`config.mk`:
```
export PLATFORM = sky130hd
export DESIGN_NAME = snake_step_ctrl_flat
export DESIGN_NICKNAME = d
export VERILOG_FILES = /design/src/rtl/snake_step_ctrl_pkg.sv /design/src/rtl/snake_step_ctrl_if.sv /design/src/rtl/snake_step_ctrl_btn_debounce.sv /design/src/rtl/snake_step_ctrl.sv /design/src/flat_wrapper.sv
export SDC_FILE = /design/constraint.sdc
export NUM_CORES = 1
export LEC_CHECK = 0
export BUFFER_PORTS_ARGS = -buffer_cell sky130_fd_sc_hd__buf_2
export CAP_MARGIN = 20
export CORE_MARGIN = 2
export CORE_UTILIZATION = 35
export DETAILED_ROUTE_END_ITERATION = 7
export PLACE_DENSITY = 0.51
export REMOVE_ABC_BUFFERS = 1
export SLEW_MARGIN = 20
export SYNTH_ARGS = -nofsm -noshare
export SYNTH_HDL_FRONTEND = slang
export SYNTH_HIERARCHICAL = 1
export SYNTH_SLANG_ARGS = --single-unit
```
`constraint.sdc`:
```
create_clock -name CLOCK_50 -period 3.4 [get_ports CLOCK_50]
set_clock_uncertainty 0.15 [all_clocks]
set_input_delay 0.68 -clock CLOCK_50 [delete_from_list [all_inputs] [get_ports CLOCK_50]]
set_output_delay 0.68 -clock CLOCK_50 [all_outputs]
set_load 0.05 [all_outputs]
```
`src/rtl/snake_step_ctrl_pkg.sv`:
```
// Shared constants, state encodings and helpers for the snake game sequencer.
// Imported by the controller top and its button sub-module.
package snake_step_ctrl_pkg;

    localparam logic [1:0] DIR_UP    = 2'd0;
    localparam logic [1:0] DIR_DOWN  = 2'd1;
    localparam logic [1:0] DIR_LEFT  = 2'd2;
    localparam logic [1:0] DIR_RIGHT = 2'd3;

    localparam logic [1:0] GS_IDLE = 2'd0;
    localparam logic [1:0] GS_RUN  = 2'd1;
    localparam logic [1:0] GS_OVER = 2'd2;

    typedef enum logic [2:0] {
        ST_IDLE,
        ST_FOOD,
        ST_WAIT,
        ST_STEP,
        ST_OVER
    } state_e;

    // Opposite pairs share the upper bit and differ only in the lower one.
    function automatic logic [1:0] opposite_dir(input logic [1:0] dir);
        return dir ^ 2'b01;
    endfunction

endpackage

```
`src/rtl/snake_step_ctrl_if.sv`:
```
// Request/done handshakes between the game sequencer (master) and the
// snake-body / food-placer datapath (slave).
interface snake_step_ctrl_if;

    logic       game_clr;
    logic       step_req;
    logic [1:0] step_dir;
    logic       step_done;
    logic       step_hit;
    logic       step_ate;
    logic       food_req;
    logic       food_done;

    modport master (
        output game_clr, step_req, step_dir, food_req,
        input  step_done, step_hit, step_ate, food_done
    );

    modport slave (
        input  game_clr, step_req, step_dir, food_req,
        output step_done, step_hit, step_ate, food_done
    );

endinterface

```
`src/rtl/snake_step_ctrl_btn_debounce.sv`:
```
// One push button: 2-FF synchroniser, stability counter and a registered
// one-cycle pulse on each rising edge of the debounced level.
module snake_step_ctrl_btn_debounce #(
    parameter int DEBOUNCE_CYCLES = 500000
) (
    input  logic clk,
    input  logic rst,
    input  logic btn_raw,
    output logic press
);

    localparam int CNT_W = $clog2(DEBOUNCE_CYCLES + 1);

    logic [1:0]       sync_q, sync_d;
    logic             level_q, level_d;
    logic [CNT_W-1:0] cnt_q, cnt_d;
    logic             press_q, press_d;

    // The debounced level only flips after the synchronised input has
    // disagreed with it for DEBOUNCE_CYCLES consecutive cycles.
    always_comb begin
        sync_d  = {sync_q[0], btn_raw};
        level_d = level_q;
        cnt_d   = '0;
        if (sync_q[1] != level_q) begin
            if (cnt_q == CNT_W'(DEBOUNCE_CYCLES - 1)) begin
                level_d = sync_q[1];
            end else begin
                cnt_d = cnt_q + 1'b1;
            end
        end
        press_d = level_d & ~level_q;
    end

    always_ff @(posedge clk) begin
        if (rst) begin
            sync_q  <= '0;
            level_q <= 1'b0;
            cnt_q   <= '0;
            press_q <= 1'b0;
        end else begin
            sync_q  <= sync_d;
            level_q <= level_d;
            cnt_q   <= cnt_d;
            press_q <= press_d;
        end
    end

    assign press = press_q;

endmodule

```
`src/rtl/snake_step_ctrl.sv`:
```
// Snake game sequencer: direction latch from debounced buttons, frame-paced
// moves, food placement requests, score and speed tracking.
module snake_step_ctrl
    import snake_step_ctrl_pkg::*;
#(
    parameter int FRAMES_PER_STEP_INIT = 8,
    parameter int FRAMES_PER_STEP_MIN  = 2,
    parameter int SPEEDUP_EVERY        = 4,
    parameter int SCORE_W              = 10,
    parameter int DEBOUNCE_CYCLES      = 500000
) (
    input  logic               CLOCK_50,
    input  logic               rst,
    input  logic               sw_up,
    input  logic               sw_down,
    input  logic               sw_left,
    input  logic               sw_right,
    input  logic               start,
    input  logic               frame_tick,
    snake_step_ctrl_if.master  hs,
    output logic [1:0]         game_state,
    output logic [SCORE_W-1:0] score,
    output logic [3:0]         speed
);

    localparam int FC_W = $clog2(SPEEDUP_EVERY + 1);

    logic [3:0] sw_raw;
    logic [3:0] press;

    assign sw_raw = {sw_right, sw_left, sw_down, sw_up};

    for (genvar g = 0; g < 4; g++) begin : g_btn
        snake_step_ctrl_btn_debounce #(
            .DEBOUNCE_CYCLES(DEBOUNCE_CYCLES)
        ) u_btn_debounce (
            .clk    (CLOCK_50),
            .rst    (rst),
            .btn_raw(sw_raw[g]),
            .press  (press[g])
        );
    end

    state_e             state_q, state_d;
    logic [3:0]         frame_cnt_q, frame_cnt_d;
    logic [FC_W-1:0]    food_cnt_q, food_cnt_d;
    logic [SCORE_W-1:0] score_q, score_d;
    logic [3:0]         speed_q, speed_d;
    logic [1:0]         dir_cur_q, dir_cur_d;
    logic [1:0]         dir_pend_q, dir_pend_d;
    logic               start_prev_q, start_prev_d;
    logic               game_clr_q, game_clr_d;
    logic               step_req_q, step_req_d;
    logic [1:0]         step_dir_q, step_dir_d;
    logic               food_req_q, food_req_d;
    logic [1:0]         game_state_q, game_state_d;

    always_comb begin
        state_d      = state_q;
        frame_cnt_d  = frame_cnt_q;
        food_cnt_d   = food_cnt_q;
        score_d      = score_q;
        speed_d      = speed_q;
        dir_cur_d    = dir_cur_q;
        dir_pend_d   = dir_pend_q;
        start_prev_d = start;
        game_clr_d   = 1'b0;
        step_req_d   = step_req_q;
        step_dir_d   = step_dir_q;
        food_req_d   = food_req_q;
        game_state_d = game_state_q;

        // Walk lowest to highest priority so UP overrides the others.
        for (int i = 3; i >= 0; i--) begin
            if (press[i] && (2'(i) != opposite_dir(dir_cur_q))) begin
                dir_pend_d = 2'(i);
            end
        end

        unique case (state_q)
            ST_IDLE: begin
                if (start && !start_prev_q) begin
                    game_clr_d  = 1'b1;
                    dir_cur_d   = DIR_RIGHT;
                    dir_pend_d  = DIR_RIGHT;
                    score_d     = '0;
                    speed_d     = 4'(FRAMES_PER_STEP_INIT);
                    food_cnt_d  = '0;
                    frame_cnt_d = '0;
                    food_req_d  = 1'b1;
                    state_d     = ST_FOOD;
                end
            end
            ST_FOOD: begin
                if (hs.food_done) begin
                    food_req_d = 1'b0;
                    state_d    = ST_WAIT;
                end
            end
            ST_WAIT: begin
                if (frame_cnt_q == speed_q) begin
                    frame_cnt_d = '0;
                    step_req_d  = 1'b1;
                    step_dir_d  = dir_pend_q;
                    dir_cur_d   = dir_pend_q;
                    state_d     = ST_STEP;
                end else if (frame_tick) begin
                    frame_cnt_d = frame_cnt_q + 4'd1;
                end
            end
            ST_STEP: begin
                if (hs.step_done) begin
                    step_req_d = 1'b0;
                    if (hs.step_hit) begin
                        state_d = ST_OVER;
                    end else if (hs.step_ate) begin
                        if (score_q != '1) begin
                            score_d = score_q + 1'b1;
                        end
                        if (food_cnt_q == FC_W'(SPEEDUP_EVERY - 1)) begin
                            food_cnt_d = '0;
                            if (speed_q > 4'(FRAMES_PER_STEP_MIN)) begin
                                speed_d = speed_q - 4'd1;
                            end else begin
                                speed_d = 4'(FRAMES_PER_STEP_MIN);
                            end
                        end else begin
                            food_cnt_d = food_cnt_q + 1'b1;
                        end
                        food_req_d = 1'b1;
                        state_d    = ST_FOOD;
                    end else begin
                        state_d = ST_WAIT;
                    end
                end
            end
            ST_OVER: begin
                step_req_d = 1'b0;
                food_req_d = 1'b0;
                if (start) begin
                    state_d = ST_IDLE;
                end
            end
            default: state_d = ST_IDLE;
        endcase

        case (state_d)
            ST_IDLE: game_state_d = GS_IDLE;
            ST_OVER: game_state_d = GS_OVER;
            default: game_state_d = GS_RUN;
        endcase
    end

    always_ff @(posedge CLOCK_50) begin
        if (rst) begin
            state_q      <= ST_IDLE;
            frame_cnt_q  <= '0;
            food_cnt_q   <= '0;
            score_q      <= '0;
            speed_q      <= 4'(FRAMES_PER_STEP_INIT);
            dir_cur_q    <= DIR_RIGHT;
            dir_pend_q   <= DIR_RIGHT;
            start_prev_q <= 1'b0;
            game_clr_q   <= 1'b0;
            step_req_q   <= 1'b0;
            step_dir_q   <= DIR_RIGHT;
            food_req_q   <= 1'b0;
            game_state_q <= GS_IDLE;
        end else begin
            state_q      <= state_d;
            frame_cnt_q  <= frame_cnt_d;
            food_cnt_q   <= food_cnt_d;
            score_q      <= score_d;
            speed_q      <= speed_d;
            dir_cur_q    <= dir_cur_d;
            dir_pend_q   <= dir_pend_d;
            start_prev_q <= start_prev_d;
            game_clr_q   <= game_clr_d;
            step_req_q   <= step_req_d;
            step_dir_q   <= step_dir_d;
            food_req_q   <= food_req_d;
            game_state_q <= game_state_d;
        end
    end

    assign hs.game_clr = game_clr_q;
    assign hs.step_req = step_req_q;
    assign hs.step_dir = step_dir_q;
    assign hs.food_req = food_req_q;
    assign game_state  = game_state_q;
    assign score       = score_q;
    assign speed       = speed_q;

endmodule

```
`src/flat_wrapper.sv`:
```
// flat-port wrapper written by rule: the top's interface ports become plain ports
module snake_step_ctrl_flat import snake_step_ctrl_pkg::*;
#(
    parameter int FRAMES_PER_STEP_INIT = 8,
    parameter int FRAMES_PER_STEP_MIN  = 2,
    parameter int SPEEDUP_EVERY        = 4,
    parameter int SCORE_W              = 10,
    parameter int DEBOUNCE_CYCLES      = 500000
)
  (CLOCK_50, rst, sw_up, sw_down, sw_left, sw_right, start, frame_tick, game_state, score, speed, hs_game_clr, hs_step_req, hs_step_dir, hs_food_req, hs_step_done, hs_step_hit, hs_step_ate, hs_food_done);
  snake_step_ctrl_if hs_i ();
  input  logic CLOCK_50;
  input  logic rst;
  input  logic sw_up;
  input  logic sw_down;
  input  logic sw_left;
  input  logic sw_right;
  input  logic start;
  input  logic frame_tick;
  output logic [1:0] game_state;
  output logic [SCORE_W-1:0] score;
  output logic [3:0] speed;
  output wire logic [$bits(hs_i.game_clr)-1:0] hs_game_clr;
  output wire logic [$bits(hs_i.step_req)-1:0] hs_step_req;
  output wire logic [$bits(hs_i.step_dir)-1:0] hs_step_dir;
  output wire logic [$bits(hs_i.food_req)-1:0] hs_food_req;
  input wire logic [$bits(hs_i.step_done)-1:0] hs_step_done;
  input wire logic [$bits(hs_i.step_hit)-1:0] hs_step_hit;
  input wire logic [$bits(hs_i.step_ate)-1:0] hs_step_ate;
  input wire logic [$bits(hs_i.food_done)-1:0] hs_food_done;
  assign hs_game_clr = hs_i.game_clr;
  assign hs_step_req = hs_i.step_req;
  assign hs_step_dir = hs_i.step_dir;
  assign hs_food_req = hs_i.food_req;
  assign hs_i.step_done = hs_step_done;
  assign hs_i.step_hit = hs_step_hit;
  assign hs_i.step_ate = hs_step_ate;
  assign hs_i.food_done = hs_food_done;
  snake_step_ctrl #(.FRAMES_PER_STEP_INIT(FRAMES_PER_STEP_INIT), .FRAMES_PER_STEP_MIN(FRAMES_PER_STEP_MIN), .SPEEDUP_EVERY(SPEEDUP_EVERY), .SCORE_W(SCORE_W), .DEBOUNCE_CYCLES(DEBOUNCE_CYCLES)) u_core (.CLOCK_50(CLOCK_50), .rst(rst), .sw_up(sw_up), .sw_down(sw_down), .sw_left(sw_left), .sw_right(sw_right), .start(start), .frame_tick(frame_tick), .hs(hs_i), .game_state(game_state), .score(score), .speed(speed));
endmodule
```
# Yosys cells after proc, flatten, opt, wreduce, memory -nomap -nowiden
# Index checks and enable logic that the tools add are counted.
[word_totals]
ff_bits = 128
inputBits = 12
output_inout_bits = 21
word_cells = 165
[op_classes]
addsub = 8
n_lt_le_gt_ge = 1
eq_ne = 28
n_mux = 59
bitwise = 14
reduce_logical = 26
[op_table]
columns = ["cell", "n"]
rows = [
  ["$add A19 B1 Y19 const B", 4],
  ["$eq A19 B19 Y1 const B", 4],
  ["$mux W10", 5],
  ["$mux W4", 9],
  ["$mux W3", 11],
  ["$pmux W10 S2", 1],
  ["$mux W2", 9],
  ["$reduce_and A6 Y1", 3],
  ["$mux W1", 16],
  ["$pmux W4 S2", 2],
  ["$pmux W3 S5", 1],
  ["$reduce_or A3 Y1", 4],
  ["$add A10 B1 Y10 const B", 1],
  ["$ne A10 B10 Y1 const B", 1],
  ["$not A1 Y1", 10],
  ["$eq A3 B2 Y1 const B", 3],
  ["$reduce_and A3 Y1", 3],
  ["$ne A2 B1 Y1 const B", 4],
  ["$ne A2 B2 Y1 const B", 4],
  ["$pmux W2 S2", 2],
  ["$eq A3 B3 Y1 const B", 2],
  ["$logic_not A3 Y1", 2],
  ["$pmux W3 S2", 1],
  ["$reduce_bool A2 Y1", 3],
  ["20 further kinds", 31],
]

# Depth between registers and ports, before layout
# Gate-level depths: netlist of run 1.
[logic_depth]
ltp_word = 9
mapped_depth = 7
ltp_nobuf = 6

# Modules after synthesis
# The synthesis of run 1 kept the hierarchy.
[modules_own_cells]
columns = ["module", "instances", "cells_per_inst", "area_each_um2", "seq_area_each_um2"]
rows = [
  ["snake_step_ctrl_btn_debounce (u_core.g_btn[0].u_btn_debounce ...)", 3, 112, 1007.2, 460.4],
  ["snake_step_ctrl", 1, 220, 1863.0, 720.7],
  ["snake_step_ctrl_btn_debounce (u_core.g_btn[3].u_btn_debounce)", 1, 112, 1016.0, 460.4],
]

# Worst setup path before layout of run 1
# OpenSTA, ideal clock, no wires.
[synth_timing]
path_kind = "reg-to-reg"
from = "register u_core.score_q[0] (netlist: u_core/score[0])"
to = "register u_core.score_q[8] (netlist: u_core/score[8])"
setup_ps = 101
arrival_ps = 1852
required_time_ps = 3149
slack_ps = 1297
path_stages_with_launch = 7
period_less_slack_ps = 2103
cell_sequence = "dfxtp_1 ha_1 nand3_1 nor4_2 buf_2 o311ai_0 o41ai_1"
[synth_between]
elab_chain_cells = 6
word_cells_on_any_way = 9
[synth_rtl]
columns = ["item", "line_no", "source"]
rows = [
  ["from (decl)", "snake_step_ctrl.sv:47", "logic [SCORE_W-1:0] score_q, score_d;"],
  ["from (signal assigned)", "snake_step_ctrl.sv:173", "score_q <= score_d;"],
  ["$add A10 B1 Y10", "snake_step_ctrl.sv:118", "score_d = score_q + 1'b1;"],
  ["$mux W10", "snake_step_ctrl.sv:117", "if (score_q != '1) begin"],
  ["$mux W10", "snake_step_ctrl.sv:116", "end else if (hs.step_ate) begin"],
  ["$mux W10", "snake_step_ctrl.sv:114", "if (hs.step_hit) begin"],
  ["$mux W10", "snake_step_ctrl.sv:112", "if (hs.step_done) begin"],
  ["$pmux W10 S2", "snake_step_ctrl.sv:80", "unique case (state_q)"],
]
# Several ways; a longest one is shown, not always the timed one. The select of a mux whose other input is x is not followed.
# A chain may end at the register's enable or synchronous reset.

# Worst setup path in the final report of run 1
[layout_timing]
from = "register u_core.g_btn[3].u_btn_debounce.cnt_q[7]"
to = "register u_core.g_btn[3].u_btn_debounce.cnt_q[9]"
[layout_between]
elab_chain_cells = 2
word_cells_on_any_way = 3
[layout_rtl]
columns = ["item", "line_no", "source"]
rows = [
  ["from (decl)", "snake_step_ctrl_btn_debounce.sv:16", "logic [CNT_W-1:0] cnt_q, cnt_d;"],
  ["from (signal assigned)", "snake_step_ctrl_btn_debounce.sv:44", "cnt_q <= cnt_d;"],
  ["parallel branches: the longest is 2 deep, another holds $add A19 B1 Y19", "--", ""],
]
# Parallel ways; which one is timed is not known.

==> results of run 1 <==
==> cell families after synthesis <==
family	Yosys count	share of synthesized area, %
fa+ha+maj	9	1.91
compound gates	104	11.9
mux	2	0.339
xor+xnor	64	9.50
flops	128	43.4
buf+inv	37	2.86
simple gates	324	30.1
==> cell type report <==
cell class                 count  area, um2  area share [%]
clock inverter                 8        126            1.83
inverter                      22       82.6            1.20
clock buffer                  24        502            7.28
multi-input combinational    503       3170            46.0
timing repair buffer          34        175            2.54
tap                          220        275            3.99
sequential                   128       2560            37.2
==> worst min-delay path by stage <==
stage                                                     endpoint  slack, ns  depth (start not counted)
3_5_place_dp   u_core/g_btn[0].u_btn_debounce/sync_q[1]$_SDFF_PP0_       0.28                          1
5_1_grt        u_core/g_btn[0].u_btn_debounce/sync_q[1]$_SDFF_PP0_       0.31                          1
2_1_floorplan  u_core/g_btn[0].u_btn_debounce/sync_q[1]$_SDFF_PP0_       0.26                          1
4_1_cts        u_core/g_btn[3].u_btn_debounce/sync_q[1]$_SDFF_PP0_       0.29                          1
6_report       u_core/g_btn[0].u_btn_debounce/sync_q[1]$_SDFF_PP0_       0.29                          1
3_3_place_gp   u_core/g_btn[0].u_btn_debounce/sync_q[1]$_SDFF_PP0_       0.27                          1
==> layer usage <==
| metal | wire [um] | vias to the layer above | track usage [%] | part of all wire (%) |
|---|---|---|---|---|
| li1 | - | 2474 | - | - |
| met1 | 6120 | 2293 | 18.7 | 50 |
| met2 | 5590 | 77 | 23.4 | 45 |
| met3 | 437 | 12 | 3.97 | 3.5 |
| met4 | 178 | 0 | 6.09 | 1.4 |
| met5 | 0 | - | 0 | 0 |
==> critical path: cells and delay by family, from the launching register on <==
family	cells	cell delay [ns]
AND/OR/NAND/NOR	3	1.22
flip-flops	1	0.34
AO/OA/AOI/OAI	1	0.43
==> registers in the layout (all words and copies together) (netlist names), 4 cells and up <==
signal,cells
u_core/g_btn.u_btn_debounce/sync_q,8
u_core/score,10
u_core/frame_cnt_q,4
u_core/speed,4
u_core/g_btn.u_btn_debounce/level_q,4
u_core/g_btn.u_btn_debounce/press,4
u_core/g_btn.u_btn_debounce/cnt_q,76
==> placed cells by master (no fill, tap or decap), types with 5 or more instances in the layout <==
| cell type | Yosys | final |
|---|---|---|
| sky130_fd_sc_hd__nor3_1 | 16 | 16 |
| sky130_fd_sc_hd__nand2_1 | 39 | 39 |
| sky130_fd_sc_hd__inv_1 | 21 | 21 |
| sky130_fd_sc_hd__or4b_1 | 8 | 8 |
| sky130_fd_sc_hd__nor2b_1 | 17 | 17 |
| sky130_fd_sc_hd__nand2b_1 | 8 | 8 |
| sky130_fd_sc_hd__nor4_1 | 14 | 14 |
| sky130_fd_sc_hd__ha_1 | 9 | 9 |
| sky130_fd_sc_hd__a21oi_1 | 37 | 37 |
| sky130_fd_sc_hd__buf_2 | 3 | 32 |
| sky130_fd_sc_hd__a31o_2 | 6 | 6 |
| sky130_fd_sc_hd__o31ai_1 | 10 | 10 |
| sky130_fd_sc_hd__nand3_1 | 36 | 36 |
| sky130_fd_sc_hd__nand4_1 | 26 | 26 |
| sky130_fd_sc_hd__o21ai_0 | 22 | 22 |
| sky130_fd_sc_hd__and3_1 | 9 | 9 |
| sky130_fd_sc_hd__clkbuf_16 | 0 | 17 |
| sky130_fd_sc_hd__or3_1 | 10 | 10 |
| sky130_fd_sc_hd__or4_1 | 13 | 13 |
| sky130_fd_sc_hd__nor2_1 | 92 | 92 |
| sky130_fd_sc_hd__clkbuf_8 | 0 | 5 |
| sky130_fd_sc_hd__dfxtp_1 | 128 | 128 |
| sky130_fd_sc_hd__xnor2_1 | 46 | 46 |
| sky130_fd_sc_hd__xor2_1 | 18 | 18 |
==> power breakdown <==
part           internal [mW]  switching, mW  total (mW)
registers               1.52         0.0166        1.53
clock network           1.25          0.655        1.91
logic                 0.0377         0.0909       0.129
==> summary.md, run 1 <==
The flow ran to the end, and the final reports show no timing, DRC or antenna violations. The total overflow left after global routing is 0. The maximum fanout along the worst path was 18. The final net count came out at 727. During I/O placement, the number of pins put on the boundary was 33. Once the floorplan was initialized, standard cells occupied 35.7% of the core. The residual antenna-violating net count after detailed routing was 0.

The shortest period the worst path allows is 2.28 ns, and the total count of hold-check failures in the final report is 0. The area growth from synthesis to layout is 16.8%. Critical register-to-register path startpoint: u_core/g_btn[3].u_btn_debounce/cnt_q[7]$_SDFF_PP0_. VDD sags by at most 0.332 mV. The run gives 6890 um2 as the final design instance area without fill. The setup-violating endpoint count in the final report was 0. Summing every instance area after synthesis gives 5900 um2.

For this run, the total global-route usage over all layers was measured as 14.6%. For this run, the leading register cell type out of synthesis is sky130_fd_sc_hd__dfxtp_1. After detailed routing, the total wire length is 12.3 mm. The number of antenna violations at the first check in global routing was 0; the via-per-instance ratio was 5.17. The placed instances occupy a cell area of 6260 um2.

The type of the worst setup path was flip-flop to flip-flop. The floorplan step set the die width to 134 um. By count the netlist is led by 128 x sky130_fd_sc_hd__dfxtp_1, 92 x sky130_fd_sc_hd__nor2_1, 46 x sky130_fd_sc_hd__xnor2_1. The congestion estimate from routability-driven global placement came to 0.815. Following the worst setup path forward leads to its endpoint at u_core/g_btn[3].u_btn_debounce/cnt_q[9]$_SDFF_PP0_. The cell with the largest stage delay on the worst path was sky130_fd_sc_hd__or4_4. The clock-pin slew on the worst setup and hold paths is 0.06 ns. For the slack of the critical path, the log shows 1.12 ns.

The y dimension of the die works out to 134 um. Detailed placement finished with a half-perimeter wire length of 8.46 mm. TritonCTS built the clock tree. Final hold analysis gives a worst-case slack of 0.286 ns.

The kind of launch point of the worst setup path was a flip-flop. The first global-routing pass estimated 21.5 mm of wire. The achievable clock frequency came out at 0.439 GHz. After the first detailed-routing iteration, the DRC count stood at 312. The total area inside the core boundary comes to 16,500 um2. For the worst-skew pair, the clock arrives at the later sink with an insertion delay of 0.42 ns.

The largest stage delay on the critical path was 0.59 ns; the area enclosed by the die boundary was 17,900 um2. The run gives 907 as the number of placed cells counting well taps. In the synthesized netlist, the number of instances is 668.

A synthesized cell averages 8.83 um2. Number of levels in the clock H-tree: 4. The largest total area in the synthesized netlist belongs to sky130_fd_sc_hd__dfxtp_1. Counting every sink on the clock net gives 128. Most frequent cell after synthesis: sky130_fd_sc_hd__dfxtp_1.

The via count of the first global-routing pass was 4,638; the average wire per standard cell was 13.1 um. The detailed router placed 4,856 vias in this run. Setup repair after global routing left no endpoint under its margin.

The start point of the worst min-delay path is u_core/g_btn[0].u_btn_debounce/sync_q[0]$_SDFF_PP0_. STA puts the critical path data required time at 3.53 ns. The longest clock path from root to sink contains 2 buffers. Counting flops with a built-in enable in the synthesized netlist gives 0. The number of synthesized register bits came out at 128. The run gives 60 as the count of cell types in the netlist.

The tools report the cell at the root of the clock tree as sky130_fd_sc_hd__clkbuf_16. The logs give 0 for the max-slew violation count and 0 for the number of DRC violations after detailed routing. 0 antenna diodes ended up in the layout. Counting the buffers created by CTS gives 17.

The quantity of gates resized following cts is 0. The slew at the pin closest to its max-slew limit is 0.869 ns. The endpoint of the worst register-to-register path was u_core/g_btn[3].u_btn_debounce/cnt_q[9]$_SDFF_PP0_. Headroom to the max-slew limit came out at 42.0%. The arrival time reported for the critical path endpoint is 2.41 ns. After layout, the design draws a total of 3.57 mW.

The core occupancy in the finished layout is 41.7%. Class of the tightest hold or removal check: flip-flop to flip-flop. Dividing total power by cell area gives a power density of 517 nW/um2.

In the post-synthesis netlist, the biggest area contributors are sky130_fd_sc_hd__dfxtp_1 43%, sky130_fd_sc_hd__xnor2_1 6.8%, sky130_fd_sc_hd__nor2_1 5.9%, sky130_fd_sc_hd__a21oi_1 3.1%, sky130_fd_sc_hd__nand3_1 3.1%. Before CTS, the worst setup slack after placement is 0.985 ns. The finished layout holds 939 standard cells, fillers aside. In the final layout, the share of cells above drive strength 1 is 13.5%.

For the worst flop-to-flop path, the logic depth is 4. Launching instance or port of the critical path: u_core/g_btn[3].u_btn_debounce/cnt_q[7]$_SDFF_PP0_. Setup slack on the worst reg-to-reg path comes out at 1.12 ns. Across the run, the number of max-cap violations was 0.

The number of synthesis warnings was 6. The pin count of the biggest net entering global routing came out at 22. The worst path uses 67.0% of the clock period. The first detailed-routing pass ran for 4 iterations. The hold-fix buffer count after cts was 0; the sum of negative setup slack was 0 ns. Sequential cells were found to cover 43.4% of the synthesized design area. The async set-reset flop share out of synthesis is 0%, and the filler cell count is 1,626.

Port buffering added 32 buffers. After clock tree synthesis, the setup repair step added 0 buffers. Endpoint class of the critical path: a flip-flop. Walking the worst path, the cells encountered are or4b_1 -> or4_4 -> o21ai_4 -> nor2_1.

The run gives 2.20 nW as the static power due to leakage. The floorplan has 47 rows. In this run the biggest area consumer among cell types represents 43.4% of the synthesized area.
(Power assumes the default switching activity.)
==> inputs of run 2 (changes only) <==
--- a/config.mk
+++ b/config.mk
@@ -5,12 +5,13 @@
 export SDC_FILE = /design/constraint.sdc
 export NUM_CORES = 1
 export LEC_CHECK = 0
+export ABC_AREA = 1
 export BUFFER_PORTS_ARGS = -buffer_cell sky130_fd_sc_hd__buf_2
 export CAP_MARGIN = 20
 export CORE_MARGIN = 2
 export CORE_UTILIZATION = 35
 export DETAILED_ROUTE_END_ITERATION = 7
-export PLACE_DENSITY = 0.51
+export PLACE_DENSITY = 0.5
 export REMOVE_ABC_BUFFERS = 1
 export SLEW_MARGIN = 20
 export SYNTH_ARGS = -nofsm -noshare
==> constraint.sdc (replaced) <==
create_clock -name CLOCK_50 -period 2.2 [get_ports CLOCK_50]
set_clock_uncertainty 0.15 [all_clocks]
set_input_delay 0.44 -clock CLOCK_50 [delete_from_list [all_inputs] [get_ports CLOCK_50]]
set_output_delay 0.44 -clock CLOCK_50 [all_outputs]
set_load 0.05 [all_outputs]
==> summary.md, run 2 <==
The run finished with clean final reports. The later-pin clock latency in the skew report is 0.41 ns, and the filler cell count is 2,112. The final worst hold slack is 0.0981 ns.

Setup repair after global routing left no endpoint under its margin. Via count of the first global-routing pass: 5,827. For this run, the register share of the synthesized area comes to 37.4%. The tools report the CTS buffer count as 17. The HPWL after detailed placement is 11.6 mm.

The tools report the critical register-to-register path startpoint as u_core/score[0]$_SDFFE_PP0P_. The tools report the post-placement worst setup slack as 0.312 ns. Across the VDD grid, the largest voltage drop is 0.544 mV.

The clock-pin slew on the worst setup and hold paths came out at 0.06 ns. Relative to the synthesized area, the layout overhead comes to 15.2%. The count of nets left with antenna violations once routing finished came out at 0. Static timing analysis puts the maximum clock frequency at 0.514 GHz.

Together, buffers and inverters on the worst path number 0. The routed layout has 6,257 vias. The endpoint of the worst register-to-register path was u_core/score[1]$_SDFFE_PP0P_. Measured along the y axis, the die boundary spans 144 um. TritonCTS built the clock tree.

The cell area after synthesis was 6860 um2. The internal portion of the total power is 4.38 mW. Leaving out fill and tap cells, the most frequent cell in the layout is sky130_fd_sc_hd__nand2_1. The detailed-routing iteration count for the pre-antenna-repair pass is 5. The Yosys step of the flow raised 6 warnings. The cell with the largest stage delay on the worst path was sky130_fd_sc_hd__dfxtp_1. The most frequent cell after synthesis is sky130_fd_sc_hd__nand2_1. The number of enable-type register cells in the synthesized netlist was 0. The via-per-instance ratio was 4.55; the first-pass GRT wire length was 26.7 mm. The quantity of gates resized following cts is 0. For flop-to-flop paths, the worst setup slack is 0.25 ns. Of the total power, combinational logic draws 8.7%. For this block, the initial DRC count from the detailed router was 322.

For this configuration, the core starts out at a cell density of 35.5%. The worst setup path is captured at a flip-flop. Power spent charging and discharging nets: 1.44 mW. The number of antenna violations at the first check in global routing came out at 0. The run gives 0 as the total global routing overflow. The tools report the max-slew violation count as 0. The worst slew margin relative to its limit is 70.3%, and the async set-reset flop share out of synthesis is 0%. The tools report the endpoint of the worst hold-timing path as u_core/g_btn[1].u_btn_debounce/sync_q[0]$_SDFF_PP0_. Of all nets on the critical path, the largest fanout is 13.

Input and output buffers added on the ports amount to 32. The number of post-CTS setup repair buffers is 0, and the number of instances in the synthesized netlist is 1,055. The setup-violating endpoint count in the final report was 0. The run gives 36 as the count of cell types in the netlist. The die is 144 um wide. In the final timing run, aggregate negative setup slack is 0 ns. The pin count of the biggest net entering global routing is 20.

Leaving out fill and tap cells, the most frequent cells in the layout are 277 x sky130_fd_sc_hd__nand2_1, 205 x sky130_fd_sc_hd__nor2_1, 147 x sky130_fd_sc_hd__inv_1, 128 x sky130_fd_sc_hd__dfxtp_1, 70 x sky130_fd_sc_hd__nand3_1. The worst hold path was traced through 3 stages. For this run, the total global-route usage over all layers was measured as 16.0%. In this run the biggest area consumer among cell types represents 37.4% of the synthesized area.

For this run, the slowest stage of the critical path takes 0.39 ns. Yosys attributes the largest share of cell area to sky130_fd_sc_hd__dfxtp_1 37%, sky130_fd_sc_hd__nand2_1 15%, sky130_fd_sc_hd__nor2_1 11%, sky130_fd_sc_hd__inv_1 8.0%, sky130_fd_sc_hd__nand3_1 5.1%. In this run switching power makes up 24.7% of total power. The maximum root-to-sink buffer count is 2, and the cell count along the critical path is 10.

The cell family contributing the most delay on the critical path is simple AND/OR/NAND/NOR gates. The logs give 0.255 ns for the slack of the critical path and 0 for the number of antenna diodes. The average instance area after synthesis was 6.50 um2. The number of levels in the clock H-tree was 4; the area after detailed placement was 7290 um2. The worst path uses 88.4% of the clock period. The final layout contains 1,120 nets. Cell count of the worst reg-to-reg path: 10.

For the core footprint, the log shows 19,300 um2. At the pin with the least slew margin, the transition time is 0.445 ns. STA classifies the critical path startpoint as a flip-flop. By count the netlist is led by 277 x sky130_fd_sc_hd__nand2_1, 205 x sky130_fd_sc_hd__nor2_1, 147 x sky130_fd_sc_hd__inv_1. The hold-fix buffer count after cts came out at 0.

The critical path is of the flip-flop to flip-flop type. At the end of routability-driven placement, the weighted congestion stood at 0.846. Across the run, the number of max-cap violations was 0.

Cells with a size suffix above 1 make up 10.4% of the layout. The signal on the critical path passes through ha_1 -> nand2_1 -> nor2_1 -> nand3_1 -> nand2_1 -> nand2_1 -> nand2_2 -> nand2_1 -> o21ai_1 -> nor2_1. The tools report the cell at the root of the clock tree as sky130_fd_sc_hd__clkbuf_16.

In this run the most critical hold path is launched from sw_down. The required time of the critical path came out at 2.35 ns. Clock tree synthesis found a total of 128 sinks.

The number of synthesized register bits is 128, and the I/O pin count is 33. Per report_power, the sequential group accounts for 41.7% of the total. The final design instance area without fill came out at 7900 um2. In the synthesized netlist the dominant register cell turns out to be sky130_fd_sc_hd__dfxtp_1.

For the static power due to leakage, the log shows 3.10 nW. Cell type with the highest occurrence count on the critical path: sky130_fd_sc_hd__nand2_1. The total count of hold-check failures in the final report is 0. The dominant cell type by area after synthesis was sky130_fd_sc_hd__dfxtp_1.

The clock network burns 49.6% of the power. For this design the ratio of total power to cell area is 736 nW/um2. The number of DRC violations after detailed routing came out at 0.

The area enclosed by the die boundary came out at 20,700 um2. The run gives 51 as the floorplan row count. STA puts the critical path data arrival time at 2.10 ns.

The min-delay analysis places its worst path in the category input pin to flip-flop. After detailed routing, the average wire length per cell comes to 11.2 um. The clock period could shrink to 1.95 ns. The total wire length after detailed routing was 15.4 mm.

Counting flops per register, the top entry is u_core/g_btn.u_btn_debounce/cnt_q. The flip-flop count of the largest register after layout is 76.
## run 2: changes by cell type in the layout (fill, tap and decap cells not counted), moves of 17 or more
cell	before	now
sky130_fd_sc_hd__nor2_1	92	205
sky130_fd_sc_hd__nor2b_1	17	0
sky130_fd_sc_hd__inv_1	21	147
sky130_fd_sc_hd__nand3_1	36	70
sky130_fd_sc_hd__nand2_1	39	277
sky130_fd_sc_hd__xnor2_1	46	3
## run 2: kinds of logic after synthesis
kind of cell               Yosys count  synth area share [%]
xor gates and xnor gates            26                  3.32
AOI/OAI and AO/OA                   84                  7.15
and+or+nand+nor                    647                  41.1
DFF                                128                  37.4
buffers and inverters              161                  9.43
adders and majority gates            9                  1.64
## run 2: how the worst max path moves through the flow
stage,startpoint,to
2_1_floorplan,u_core/score[0]$_SDFFE_PP0P_,u_core/score[1]$_SDFFE_PP0P_
3_3_place_gp,u_core/score[0]$_SDFFE_PP0P_,u_core/score[1]$_SDFFE_PP0P_
3_5_place_dp,u_core/score[0]$_SDFFE_PP0P_,u_core/score[1]$_SDFFE_PP0P_
4_1_cts,u_core/score[0]$_SDFFE_PP0P_,u_core/score[1]$_SDFFE_PP0P_
5_1_grt,u_core/score[0]$_SDFFE_PP0P_,u_core/score[1]$_SDFFE_PP0P_
6_report,u_core/score[0]$_SDFFE_PP0P_,u_core/score[1]$_SDFFE_PP0P_
## run 2: worst register-to-register path: stages, from the launching register on
cell and delay (ns):
sky130_fd_sc_hd__dfxtp_1 0.39, sky130_fd_sc_hd__ha_1 0.19, sky130_fd_sc_hd__nand2_1 0.10, sky130_fd_sc_hd__nor2_1 0.16, sky130_fd_sc_hd__nand3_1 0.10, sky130_fd_sc_hd__nand2_1 0.06
sky130_fd_sc_hd__nand2_1 0.25, sky130_fd_sc_hd__nand2_2 0.24, sky130_fd_sc_hd__nand2_1 0.07, sky130_fd_sc_hd__o21ai_1 0.09, sky130_fd_sc_hd__nor2_1 0.05
## run 2: area by class of cell
class | instances | area [um2] | share of cell area, %
sequential | 128 | 2560 | 32.4
tap | 265 | 332 | 4.20
inverter | 151 | 567 | 7.18
clock inverter | 10 | 135 | 1.71
timing repair buffer | 35 | 183 | 2.31
clock buffer | 21 | 470 | 5.96
multi-input combinational | 766 | 3650 | 46.2
## run 2: power by group through the flow
| stage | logic, mW | clock network [mW] | registers, mW |
|---|---|---|---|
| after floorplan | 0.299 | 0 | 2.55 |
| after global placement | 0.507 | 0 | 2.48 |
| after detailed placement | 0.504 | 0 | 2.48 |
| after CTS | 0.505 | 2.98 | 2.43 |
| after global routing | 0.572 | 3.09 | 2.43 |
| final | 0.503 | 2.89 | 2.43 |
## run 2: metal layers
layer / GRT usage, % / routed length [um] / vias up
li1: - / - / 3392
met4: 5.83 / 266 / 0
met5: 0 / 0 / -
met3: 3.41 / 556 / 21
met1: 21.7 / 7780 / 2752
met2: 25.3 / 6770 / 92
## run 2: stage by stage
| step | utilization [%] | power [mW] | cells |
|---|---|---|---|
| finish | 40.9 | 5.81 | 1376 |
| global route | 40.9 | 6.10 | 1376 |
| CTS | 40.9 | 5.92 | 1376 |
| detailed placement | 37.7 | 2.98 | 1345 |
| global placement | 37.7 | 2.98 | 1345 |
| floorplan | - | 2.84 | 1045 |
==> inputs of run 3 (changes only) <==
--- a/config.mk
+++ b/config.mk
@@ -11,10 +11,9 @@
 export CORE_MARGIN = 2
 export CORE_UTILIZATION = 35
 export DETAILED_ROUTE_END_ITERATION = 7
-export PLACE_DENSITY = 0.5
+export PLACE_DENSITY = 0.51
 export REMOVE_ABC_BUFFERS = 1
 export SLEW_MARGIN = 20
 export SYNTH_ARGS = -nofsm -noshare
 export SYNTH_HDL_FRONTEND = slang
-export SYNTH_HIERARCHICAL = 1
 export SYNTH_SLANG_ARGS = --single-unit
==> summary.md, run 3 <==
The run finished with clean final reports. The power per cell area is 767 nW/um2. The cell count of the worst reg-to-reg path works out to 8.

Ranked by total cell area, the synthesized netlist is headed by sky130_fd_sc_hd__dfxtp_1 41%, sky130_fd_sc_hd__nand2_1 12%, sky130_fd_sc_hd__nor2_1 10%, sky130_fd_sc_hd__inv_1 6.9%, sky130_fd_sc_hd__nand3_1 5.3%. The post-route netlist has 9.24% of its cells at a drive strength greater than 1. Most common library cell in the layout ignoring fill and taps: sky130_fd_sc_hd__nand2_1. The worst setup path is captured at a flip-flop. For the residual antenna-violating net count after detailed routing, the log shows 0.

After detailed routing, the number of vias per cell comes to 4.71. For this design the top-level I/O count stands at 33. The clock passes through at most 2 buffers. The hold-fix buffer count after cts is 0.

The count of buffers added on input and output ports is 32. The start point of the worst min-delay path is sw_down. The total wire length after detailed routing was 13.9 mm; the shortest period the worst path allows was 1.98 ns. Top-area cell type share of the netlist area: 40.8%. The average wire per standard cell is 11.4 um, and the post-layout instance count excluding filler cells is 1,221.

The later-pin clock latency in the skew report was 0.42 ns; the CTS buffer count was 17. The tools report the arrival time reported for the critical path endpoint as 2.12 ns. The signal on the critical path passes through ha_1 -> nand2_1 -> nor2_2 -> inv_2 -> nor2_1 -> nand3_1 -> nand2_2 -> nor3b_1. Total count of hold-check failures in the final report: 0. The tree built by TritonCTS fans out to 128 sinks. The average instance area after synthesis came out at 6.72 um2. Cell area after synthesis: 6270 um2. The floorplan row count is 48, and the y dimension of the die is 138 um. Counting instances, the worst hold path has a depth of 3. Setup total negative slack on the finished layout was measured at 0 ns. The total global routing overflow was 0. The tools report the via count of the first global-routing pass as 5,207.

The tools report the number of synthesis warnings as 0. Compared with the post-synthesis result, the final layout area differs by 16.8%. Entering global routing, the biggest net connects 23 pins.

The number of gates resized after CTS was 0. By count the netlist is led by 207 x sky130_fd_sc_hd__nand2_1, 171 x sky130_fd_sc_hd__nor2_1, 128 x sky130_fd_sc_hd__dfxtp_1. After technology mapping, the gate count stands at 934. Once the floorplan was initialized, standard cells occupied 36.0% of the core. The async set-reset flop share out of synthesis was 0%. The tools report the max-slew violation count as 0. Post-CTS timing repair inserted 0 buffers for setup. Type of the worst setup path: flip-flop to flip-flop. The worst path uses 89.9% of the clock period. The worst hold path terminates at u_core.g_btn[1].u_btn_debounce.sync_q[0]$_SDFF_PP0_. In this run the worst path has a maximum fanout of 19. Detailed placement ended at an HPWL of 10.1 mm. The final total power came out at 5.62 mW. The worst register-to-register path begins at u_core.g_btn[0].u_btn_debounce.cnt_q[0]$_SDFF_PP0_. In this run the static leakage power is 2.74 nW. After clock tree synthesis, the clock-pin slew on the worst setup and hold paths is 0.06 ns. The clock tree synthesis step divided the H-tree into 4 levels. The logs give 7320 um2 for the final design instance area without fill and 0.573 mV for the worst vdd rail ir drop. Headroom to the max-slew limit came out at 66.8%. Counting tap cells, the placed design contains a total of 1,190 instances. Counting flops with a built-in enable in the synthesized netlist gives 0. Core footprint: 17,400 um2.

The final net count was 1,005; the slew at the pin closest to its max-slew limit was 0.493 ns. Most frequent cell after synthesis: sky130_fd_sc_hd__nand2_1. Number of maximum-capacitance violations: 0. The run gives 15.6% as the aggregate global-route resource usage. The class of the tightest hold or removal check was input pin to flip-flop. The largest single stage delay on the critical path is 0.40 ns. The run gives 0.22 ns as the register-to-register setup slack. Of all cell types, the one taking the most synthesized area is sky130_fd_sc_hd__dfxtp_1.

Setup repair after global routing left no endpoint under its margin. The die covers 19,000 um2. The run gives 2.34 ns as the required time of the critical path. The flip-flop count of the largest register after layout works out to 76.

For the number of antenna diodes, the log shows 0. The number of antenna violations at the first check in global routing was 0. The most flop-heavy register is u_core.g_btn.u_btn_debounce.cnt_q. The number of synthesized register bits was 128; the routability congestion estimate from global placement was 0.800. Leaving out fill and tap cells, the most frequent cells in the layout are 207 x sky130_fd_sc_hd__nand2_1, 171 x sky130_fd_sc_hd__nor2_1, 128 x sky130_fd_sc_hd__dfxtp_1, 116 x sky130_fd_sc_hd__inv_1, 67 x sky130_fd_sc_hd__nand3_1.

The floorplan die width is 138 um, and the setup-violating endpoint count in the final report is 0. For the core occupancy in the finished layout, the log shows 42.1%. The tools report the count of cell types in the netlist as 32. The primary flip-flop cell chosen by synthesis mapping is sky130_fd_sc_hd__dfxtp_1. The launching instance or port of the critical path was u_core.g_btn[0].u_btn_debounce.cnt_q[0]$_SDFF_PP0_. The slowest stage of the critical path is the sky130_fd_sc_hd__dfxtp_1 cell. After the first detailed-routing iteration, the DRC count stood at 321. The logs give 40.8% for the share of the yosys chip area belonging to registers and 0 for the number of DRC violations after detailed routing.

The cell at the root of the clock tree was sky130_fd_sc_hd__clkbuf_16. The tools report the vias after detailed routing as 5,754. The endpoint of the worst register-to-register path is u_core.g_btn[0].u_btn_debounce.cnt_q[11]$_SDFF_PP0_. TritonCTS built the clock tree. The first global-routing pass estimated 23.8 mm of wire. Based on the critical path, the design can be clocked at up to 0.506 GHz. Area after detailed placement: 6730 um2.

STA classifies the critical path startpoint as a flip-flop. For the detailed-routing iteration count for the pre-antenna-repair pass, the log shows 4.
[run 3: cell count changes after synthesis, sizes merged, moves of 5 or more]
cell   previous run  this run
nand3            82        67
a21oi            45        57
nor3b             0         5
inv             151       119
nand2           284       213
nor2            221       175
o21ai            28        34
nand4            23        35
nor3             25        36
[run 3: worst max-delay path by stage]
stage                                                          end  slack, ns  cells past startpoint
6_report       u_core.g_btn[0].u_btn_debounce.cnt_q[11]$_SDFF_PP0_       0.22                      8
5_1_grt         u_core.g_btn[0].u_btn_debounce.cnt_q[9]$_SDFF_PP0_       0.05                      8
4_1_cts        u_core.g_btn[0].u_btn_debounce.cnt_q[11]$_SDFF_PP0_       0.21                      8
3_5_place_dp   u_core.g_btn[0].u_btn_debounce.cnt_q[10]$_SDFF_PP0_       0.23                      8
3_3_place_gp   u_core.g_btn[0].u_btn_debounce.cnt_q[10]$_SDFF_PP0_       0.29                      8
2_1_floorplan                         u_core.score[9]$_SDFFE_PP0P_      -0.02                      8
[run 3: cell type report]
cell class | instances | area, um2
Clock buffer | 21 | 460
Clock inverter | 10 | 136
Tap cell | 225 | 282
Timing Repair Buffer | 44 | 250
Sequential cell | 128 | 2560
Fill cell | 1830 | 10100
Inverter | 119 | 447
Multi-Input combinational cell | 674 | 3190
[run 3: where the power goes]
part / internal, mW / total [mW] / leakage [nW] / switching (mW)
logic: 0.101 / 0.366 / 1.42 / 0.264
registers: 2.36 / 2.39 / 1.04 / 0.0305
clock network: 1.83 / 2.87 / 0.285 / 1.04
total: 4.29 / 5.62 / 2.74 / 1.33
[run 3: critical path: cells and delay by family (launching register included)]
kind / cells / cell delay (ns)
buffers and inverters: 1 / 0.07
adder cells (fa/ha/maj): 1 / 0.23
AND/OR/NAND/NOR: 6 / 0.99
flip-flops: 1 / 0.40
[run 3: metrics by stage]
| step | hold slack, ns | worst slack, ns |
|---|---|---|
| after global placement | 0.238 | 0.294 |
| after floorplan | 0.238 | -0.0176 |
| after global routing | 0.112 | 0.0466 |
| after detailed placement | 0.242 | 0.234 |
| after CTS | 0.0887 | 0.209 |
| final | 0.112 | 0.222 |
[run 3: kinds of logic (layout without fill, tap and decap cells)]
family	count (synthesis)	count (layout)	synth area share, %
compound gates	96	96	7.90
xor+xnor	22	22	3.07
fa+ha+maj	9	9	1.80
simple gates	547	547	38.0
flops	128	128	40.8
buf+inv	132	194	8.36
[run 3: layer usage]
layer	track usage (%)	share of wire, %	vias up
met1	21.0	52	2543
met2	24.4	43	90
met4	5.61	1.4	0
met5	0	0	-
li1	-	-	3104
met3	3.80	3.2	17
